File: config.mk
export PLATFORM = sky130hd
export DESIGN_NAME = anubis_sigma
export DESIGN_NICKNAME = d
export VERILOG_FILES = /design/src/rtl/anubis_sigma.sv
export SDC_FILE = /design/constraint.sdc
export NUM_CORES = 1
export LEC_CHECK = 0
export CORE_AREA = 2 2 151 182
export DETAILED_ROUTE_END_ITERATION = 8
export DIE_AREA = 0 0 153 184
export HOLD_SLACK_MARGIN = 0.03
export PLACE_DENSITY = 0.8
export SLEW_MARGIN = 20
export SYNTH_ARGS = -nofsm -noshare
export SYNTH_HDL_FRONTEND = slang
export SYNTH_SLANG_ARGS = --single-unit
File: constraint.sdc
create_clock -name clk -period 10.18 [get_ports clk]
set_clock_uncertainty 0.2 [all_clocks]
set_input_delay 1.527 -clock clk [delete_from_list [all_inputs] [get_ports clk]]
set_output_delay 1.527 -clock clk [all_outputs]
set_load 0.05 [all_outputs]
File: src/rtl/anubis_sigma.sv
// anubis_sigma: Anubis key addition (a ^ k) as a registered 2-entry skid stage.
// Optional SIGMA_PARITY_EN adds per-byte even parity of out_data (out_parity).
module anubis_sigma #(
  parameter int WIDTH = 128
) (
  input  logic             clk,
  input  logic             rst,
  input  logic             in_valid,
  output logic             in_ready,
  input  logic [WIDTH-1:0] in_data,
  input  logic [WIDTH-1:0] in_key,
  output logic             out_valid,
  input  logic             out_ready,
  output logic [WIDTH-1:0] out_data
`ifdef SIGMA_PARITY_EN
  ,
  output logic [WIDTH/8-1:0] out_parity
`endif
);

  logic [1:0]       cnt;
  logic [1:0]       cnt_nxt;
  logic             rdy;
  logic [WIDTH-1:0] main_q;
  logic [WIDTH-1:0] skid_q;
  logic [WIDTH-1:0] res;
  logic             push;
  logic             pop;
  logic             ld_main;
  logic             ld_skid;
  logic             from_skid;

  assign res       = in_data ^ in_key;
  assign push      = in_valid & rdy;
  assign pop       = (cnt != 2'd0) & out_ready;
  assign in_ready  = rdy;
  assign out_valid = (cnt != 2'd0);
  assign out_data  = main_q;

  // occupancy and load control; main always holds the oldest entry
  always_comb begin
    cnt_nxt   = cnt;
    ld_main   = 1'b0;
    ld_skid   = 1'b0;
    from_skid = 1'b0;
    case (cnt)
      2'd0: begin
        if (push) begin
          ld_main = 1'b1;
          cnt_nxt = 2'd1;
        end
      end
      2'd1: begin
        if (push && pop) begin
          ld_main = 1'b1;
        end else if (push) begin
          ld_skid = 1'b1;
          cnt_nxt = 2'd2;
        end else if (pop) begin
          cnt_nxt = 2'd0;
        end
      end
      2'd2: begin
        if (pop) begin
          ld_main   = 1'b1;
          from_skid = 1'b1;
          if (push) ld_skid = 1'b1;
          else      cnt_nxt = 2'd1;
        end
      end
      default: cnt_nxt = 2'd0;
    endcase
  end

  // storage, count and registered ready
  always_ff @(posedge clk or posedge rst) begin
    if (rst) begin
      cnt    <= 2'd0;
      rdy    <= 1'b0;
      main_q <= '0;
      skid_q <= '0;
    end else begin
      cnt <= cnt_nxt;
      rdy <= (cnt_nxt != 2'd2);
      if (ld_main) main_q <= from_skid ? skid_q : res;
      if (ld_skid) skid_q <= res;
    end
  end

`ifdef SIGMA_PARITY_EN
  localparam int NB = WIDTH / 8;

  logic [NB-1:0] res_par;
  logic [NB-1:0] main_par;
  logic [NB-1:0] skid_par;

  // per-byte even parity of the incoming result
  always_comb begin
    res_par = '0;
    for (int j = 0; j < NB; j++) begin
      res_par[j] = ^res[8*j +: 8];
    end
  end

  // parity travels with its entry
  always_ff @(posedge clk or posedge rst) begin
    if (rst) begin
      main_par <= '0;
      skid_par <= '0;
    end else begin
      if (ld_main) main_par <= from_skid ? skid_par : res_par;
      if (ld_skid) skid_par <= res_par;
    end
  end

  assign out_parity = main_par;
`endif

endmodule

* Word-level counts from Yosys, hierarchy flattened
Index checks and enable logic that the tools add are counted.
** Storage, ports and cells
- Register bits :: 259
- Output and inout bits :: 130
** Operators by class
- Equal/unequal tests :: 3
- Multiplexer cells :: 16
- Bitwise operators :: 3
- Reductions and logical operators :: 3
** Operators by type and width (number)
- $mux W128 :: 1
- $xor A128 B128 Y128 :: 1
- $mux W2 :: 6
- $mux W1 :: 6
- $pmux W2 S3 :: 1
- $pmux W1 S3 :: 1
- $and A1 B1 Y1 :: 2
- $eq A2 B1 Y1 const B :: 1
- $eq A2 B2 Y1 const B :: 1
- $logic_not A2 Y1 :: 1
- $ne A2 B2 Y1 const B :: 1
- $pmux W1 S2 :: 1
- $reduce_bool A2 Y1 :: 1
- $logic_and A1 B1 Y1 :: 1

* Logic depth before layout (Yosys ltp)
Gate-level depths: netlist of run 1.
- Word-level depth :: 7
- Gate-level depth with buffers :: 8

* Worst setup path after synthesis of run 1
No wires, ideal clock.
- Path kind :: input to register
- From :: input out_ready
- To :: register skid_q[104]
- Library setup time :: 0.125 ns
- Arrival time :: 2.721 ns
- Data required time :: 9.855 ns
- Slack :: 7.135 ns
- Cell stages on the path :: 6
- Cells stage by stage :: and3b_1 > a21oi_1 > nor3b_1 > buf_2 > buf_4 > mux2_2
** On the way
- Longest elaborated chain between the ends :: 4
- Elaborated cells on any way between the ends :: 5
- Those cells by class :: mux (3); bitwise (1); reduce/logical (1)
** RTL lines
- from (decl) :: RTL line 13 : input logic out_ready,
- $and A1 B1 Y1 * :: RTL line 35 : assign pop = (cnt != 2'd0) & out_ready;
- $logic_and A1 B1 Y1 :: RTL line 54 : if (push && pop) begin
- $mux W1 :: RTL line 54
- $pmux W1 S2 * :: RTL line 46 : case (cnt)
- to (signal assigned) :: RTL line 86 : if (ld_skid) skid_q <= res;
- to (decl) :: RTL line 25 : logic [WIDTH-1:0] skid_q;
Every way passes the cells marked *; elsewhere a longest branch is shown, timed or not.
A chain may end at the register's enable or synchronous reset.

* Worst setup path in the final report of run 1
- From :: input out_ready
- To :: register skid_q[87]
The elaborated chain is that of the path after synthesis.

==> flow_metrics.env, run 1 <==
export IMPL_reg2reg_depth=8
export IMPL_fillCellCount=2080
export IMPL_cts_buffer_depth=3
export IMPL_drv_cap=0
export IMPL_grtUsageTotal_pct=21.8
export IMPL_rows=65
export IMPL_drv_slew=0
export IMPL_r2r_start="cnt[0]"
export IMPL_cts_resized=0
export IMPL_fin_crit_sh_pct=44.5
export IMPL_synth_seq_cells=259
export IMPL_cts_setup_buffers=0
export IMPL_setup_tns_ns=0
export IMPL_relSlewSlack_pct=25.4
export IMPL_dp_cells=1665
export IMPL_syn_cell_area_um2=12200
export IMPL_grt_max_degree=108
export IMPL_die_x_um=153
export IMPL_drt_wl_total_mm=32.0
export IMPL_ant_nets=0
export IMPL_worstPathCellList="clkdlybuf4s50_1, and3b_1, a21oi_1, nor3b_2, buf_4, buf_4, mux2_2"
export IMPL_worstSetupPathType="in2reg"
export IMPL_final_core_util_pct=64.8
export IMPL_dieArea_um2=28200
export IMPL_cts_tree="built"
export IMPL_syn_nets=1265
export IMPL_antenna_found_initial=0
export IMPL_cp_arrival_ns=4.73
export IMPL_dp_hpwl_mm=21.5
export IMPL_area_delta_synth_final_pct=39.2
export IMPL_syn_avg_cell_area_um2=12.2
export IMPL_worstHoldPathCells=1
export IMPL_drt_iter0_drc=450
export IMPL_core_area_um2=26300
export IMPL_port_buffers=389
export IMPL_cts_max_level=1
export IMPL_met3_usage_pct=4.08
export IMPL_ios=390
export IMPL_clock_latency_ns=0.52
export IMPL_routabilityCongestion=0.762
export IMPL_timing_final_ws_setup_ns=5.65
export IMPL_post_place_ws_ns=5.12
export IMPL_synth_cells=1001
export IMPL_vias_per_cell=5.29
export IMPL_rrSetupSlack_ns=6.37
export IMPL_worstMarginPinSlew_ns=1.12
export IMPL_peakVddDrop_v=0.000172
export IMPL_max_stage_delay_ns=0.85
export IMPL_top_usage_layer="met2"
export IMPL_layout_commonest_cell="clkdlybuf4s50_1"
export IMPL_min_path_type="reg2reg"
export IMPL_max_freq_mhz=221
export IMPL_min_delay_worst_endpoint="skid_q[8]"
export IMPL_synth_top_area_share_pct=53.0
export IMPL_dr_pass1_iters=4
export IMPL_drive_gt1_share_pct=20.4
export IMPL_final_cell_mix="clkdlybuf4s50_1 (389), dfrtp_1 (259), nor2_1 (130)"
export IMPL_synth_cell_types=27
export IMPL_grtUsageMet1_pct=26.9
export IMPL_fin_nets=1622
export IMPL_grt_overflow_total=0
export IMPL_diodes=0
export IMPL_grt_pass1_vias=9433
export IMPL_vias=9037
export IMPL_rsz0062_at_grt="false"
export IMPL_cp_max_fo=70
export IMPL_fin_crit_ns=4.53
export IMPL_ys_warnings_count=0
export IMPL_wl_per_cell_um=18.7
export IMPL_finalSetupViolCount=0
export IMPL_cts_made_buffers=26
export IMPL_globalRouteMet2Util_pct=38.2
export IMPL_clk_pin_slew_ns=0.06
export IMPL_powerDensity_nw_per_um2=332
export IMPL_p_leak_uw=0.00686
export IMPL_synthTopCellsByArea="dfrtp_1 (53%), mux2_2 (12%), o22ai_2 (10%)"
export IMPL_end_kind="flop"
export IMPL_start_util_pct=46.6
export IMPL_die_h_um=184
export IMPL_finalHoldViolations=0
export IMPL_min_from="skid_q[8]"
export IMPL_ys_seq_area_share_pct=53.0
export IMPL_required_ns=10.38
export IMPL_grt_pass1_wl_mm=49.9
export IMPL_layoutNonFillerInstCount=1709
export IMPL_cp_start_kind="input pin"
export IMPL_reg2reg_to="skid_q[87]"
export IMPL_crit_slowest_cell="buf_4"
export IMPL_ctsRootBufferMaster="clkbuf_16"
export IMPL_status="complete, no violations"
export IMPL_drc_errors=0
export IMPL_cts_sinks=259
export IMPL_synth_top_cell_by_area="dfrtp_1"
export IMPL_postCtsHoldBufs=0
export IMPL_cpMostUsedCell="buf_4"
==> flip-flops by register name (all words and copies together), names as in the netlist <==
register and cells:
in_ready 1, cnt 2, skid_q 128, out_data 128
==> cell usage after synthesis <==
cell and number:
inv_1 5, ha_1 4, o22ai_1 28, a31o_2 2
nor3b_1 1, mux2_2 128, buf_1 5, a211oi_1 1
buf_4 12, and2_1 1, nor3_1 129, buf_6 14
nand2b_1 2, o21ai_0 1, and3b_1 1, a21oi_1 4
xor2_1 128, dfrtp_1 259, nor2b_1 1, buf_2 14
a221oi_1 1, nor2_1 130, o22ai_2 100, nand3_1 2
or4_4 1, nand2_1 2, clkbuf_1 25
==> final cells by class <==
cell class | count | area [um^2] | area share [%]
timing repair buffer | 399 | 3970 | 23.3
inverter | 5 | 26.3 | 0.154
multi-input combinational | 667 | 5330 | 31.3
sequential | 259 | 6480 | 38.1
clock inverter | 3 | 40.0 | 0.235
clock buffer | 41 | 768 | 4.51
tap | 335 | 419 | 2.46
==> stage by stage <==
stage | instance area [um^2] | hold WS, ns | power [uW]
2_1_floorplan | 12200 | 0.281 | 3850
3_3_place_gp | 16200 | 0.290 | 4680
3_5_place_dp | 16200 | 0.296 | 4770
4_1_cts | 17000 | 0.309 | 5700
5_1_grt | 17000 | 0.324 | 5940
6_report | 17000 | 0.310 | 5660
==> layer usage <==
| metal | share of wire, % | vias up |
|---|---|---|
| met3 | 5.7 | 66 |
| li1 | - | 4216 |
| met4 | 3.5 | 0 |
| met2 | 51 | 297 |
| met1 | 39 | 4458 |
| met5 | 0 | - |
==> logic make-up after synthesis <==
family	synth area share (%)
flops	53.0
buf+inv	3.67
xor+xnor	9.17
simple gates	9.84
fa+ha+maj	0.409
compound gates	12.1
mux	11.8
==> worst max-delay path: cells and delay by family <==
family / cells / cell delay, ns
buffers and inverters: 3 / 2.07
AND/OR/NAND/NOR: 2 / 0.48
multiplexers: 1 / 0.42
AO/OA/AOI/OAI: 1 / 0.08
==> power by group <==
group	internal, uW	switching (uW)
clock	538	380
sequential	1560	308
combinational	1130	1750
total	3220	2440
==> worst max-delay path by stage <==
stage,from,to,slack (ns),depth (start not counted)
floorplan,rst,cnt[0],1.33,1
global placement,out_ready,skid_q[95],5.15,7
detailed placement,out_ready,skid_q[87],5.12,7
CTS,out_ready,skid_q[78],5.68,7
global route,out_ready,skid_q[97],5.49,7
finish,out_ready,skid_q[87],5.65,7
No activity file was read; power rests on OpenSTA's default activity.
==> run 2: changes to the inputs <==
--- a/config.mk
+++ b/config.mk
@@ -5,11 +5,11 @@
 export SDC_FILE = /design/constraint.sdc
 export NUM_CORES = 1
 export LEC_CHECK = 0
-export CORE_AREA = 2 2 151 182
+export CORE_AREA = 2 2 159 192
 export DETAILED_ROUTE_END_ITERATION = 8
-export DIE_AREA = 0 0 153 184
+export DIE_AREA = 0 0 161 194
 export HOLD_SLACK_MARGIN = 0.03
-export PLACE_DENSITY = 0.8
+export PLACE_DENSITY = 0.76
 export SLEW_MARGIN = 20
 export SYNTH_ARGS = -nofsm -noshare
 export SYNTH_HDL_FRONTEND = slang
==> constraint.sdc (replaced) <==
create_clock -name clk -period 3.8 [get_ports clk]
set_clock_uncertainty 0.2 [all_clocks]
set_input_delay 0.57 -clock clk [delete_from_list [all_inputs] [get_ports clk]]
set_output_delay 0.57 -clock clk [all_outputs]
set_load 0.05 [all_outputs]
==> flow_metrics.env, run 2 (synthesis gave the netlist of run 1 again) <==
export IMPL_cts_buffer_depth=3
export IMPL_worstMarginPinSlew_ns=0.717
export IMPL_cts_max_level=1
export IMPL_p_comb_share_pct=50.3
export IMPL_grt_overflow_total=0
export IMPL_critical_path_startpoint="cnt[0]"
export IMPL_drive_gt1_share_pct=21.2
export IMPL_dp_hpwl_mm=21.9
export IMPL_start_util_pct=41.7
export IMPL_port_buffers=389
export IMPL_dp_cells=1731
export IMPL_p_int_uw=8850
export IMPL_cts_made_buffers=27
export IMPL_max_freq_mhz=325
export IMPL_area_delta_synth_final_pct=42.2
export IMPL_grt_max_degree=129
export IMPL_cts_resized=0
export IMPL_ios=390
export IMPL_r2r_start="cnt[0]"
export IMPL_power_frac_clock_pct=17.3
export IMPL_seq_area_um2=6480
export IMPL_worstSetupPathType="reg2out"
export IMPL_min_path_type="in2async"
export IMPL_fin_nets=1634
export IMPL_ctsRootBufferMaster="clkbuf_16"
export IMPL_power_uw=15400
export IMPL_die_h_um=194
export IMPL_drc_errors=0
export IMPL_postCtsHoldBufs=0
export IMPL_required_ns=3.03
export IMPL_p_sw_uw=6540
export IMPL_core_area_um2=29400
export IMPL_finalHoldViolations=0
export IMPL_die_x_um=161
export IMPL_dr_pass1_iters=4
export IMPL_fin_crit_ns=3.07
export IMPL_cp_max_fo=6
export IMPL_drv_slew=0
export IMPL_cts_tree="built"
export IMPL_power_frac_seq_pct=32.4
export IMPL_finalSetupViolCount=0
export IMPL_status="complete, no violations"
export IMPL_dieArea_um2=31200
export IMPL_wl_per_cell_um=18.1
export IMPL_cts_setup_buffers=0
export IMPL_drv_cap=0
export IMPL_grtUsageTotal_pct=20.1
export IMPL_vias_per_cell=5.18
export IMPL_end_kind="output pin"
export IMPL_drt_iter0_drc=347
export IMPL_multiInputGateArea_um2=5330
export IMPL_clk_pin_slew_ns=0.06
export IMPL_fin_crit_sh_pct=80.9
export IMPL_routabilityCongestion=0.760
export IMPL_rows=69
export IMPL_vias=9194
export IMPL_layoutNonFillerInstCount=1776
export IMPL_drt_wl_total_mm=32.1
export IMPL_layout_commonest_cell="clkdlybuf4s50_1"
export IMPL_grt_pass1_vias=9565
export IMPL_grt_pass1_wl_mm=50.8
export IMPL_fillCellCount=2472
export IMPL_powerDensity_nw_per_um2=885
export IMPL_peakVddDrop_v=0.000401
export IMPL_sw_frac_of_total_pct=42.5
export IMPL_final_cell_mix="clkdlybuf4s50_1 (389), dfrtp_1 (259), nor2_1 (130)"
export IMPL_cts_sinks=259
export IMPL_cp_start_kind="flop"
export IMPL_antenna_found_initial=1
export IMPL_ant_nets=0
export IMPL_rsz0062_at_grt="false"
export IMPL_relSlewSlack_pct=52.1
export IMPL_clock_latency_ns=0.52
export IMPL_cp_arrival_ns=2.30
export IMPL_p_leak_uw=0.00698
export IMPL_rrSetupSlack_ns=0.94
-- run 2: power by group through the flow --
stage          sequential (uW)  clock (uW)  combinational (uW)
2_1_floorplan             7250           0                3070
3_3_place_gp              4940           0                7680
3_5_place_dp              5030           0                7810
4_1_cts                   4990        2720                7820
5_1_grt                   5160        2840                8190
6_report                  4990        2660                7740
-- run 2: worst max-delay path, cell delays in order, from the launching register on --
cell	delay [ns]
dfrtp_1	0.45
inv_1	0.09
ha_1	0.26
inv_1	0.12
clkdlybuf4s50_1	0.86
-- run 2: cell type report --
class | instances | area share, %
clock inverters | 8 | 0.820
multi-input cells | 667 | 30.6
diodes | 1 | 0.0144
clock buffers | 36 | 4.19
repair buffers | 410 | 24.2
well taps | 390 | 2.81
flip-flops and latches | 259 | 37.3
inverters | 5 | 0.129
-- run 2: final timing paths --
path | to | cells after the start
worst max-delay path | out_valid | 4
worst min-delay path | skid_q[117] | 2
worst max register to register | out_data[5] | 7
worst min register to register | skid_q[127] | 1
max in group asynchronous | out_data[68] | 3
min in group clk | skid_q[127] | 1
-- run 2: metrics by stage --
stage	util [%]	instance area, um^2	hold WS, ns	TNS (ns)	worst slack (ns)
final	59.3	17400	0.311	0	0.726
after global routing	59.3	17400	0.322	0	0.628
after CTS	59.2	17400	0.310	0	0.708
after detailed placement	56.3	16500	0.296	0	0.712
after global placement	56.3	16500	0.290	0	0.758
after floorplan	-	12200	0.281	-99.35	-0.384
-- run 2: routing by layer --
| layer | GRT usage (%) | vias to the layer above | wire [um] |
|---|---|---|---|
| met2 | 36.6 | 302 | 16800 |
| met3 | 3.59 | 50 | 2010 |
| met5 | 0 | - | 0 |
| li1 | - | 4260 | - |
| met1 | 24.0 | 4582 | 12400 |
| met4 | 6.15 | 0 | 873 |
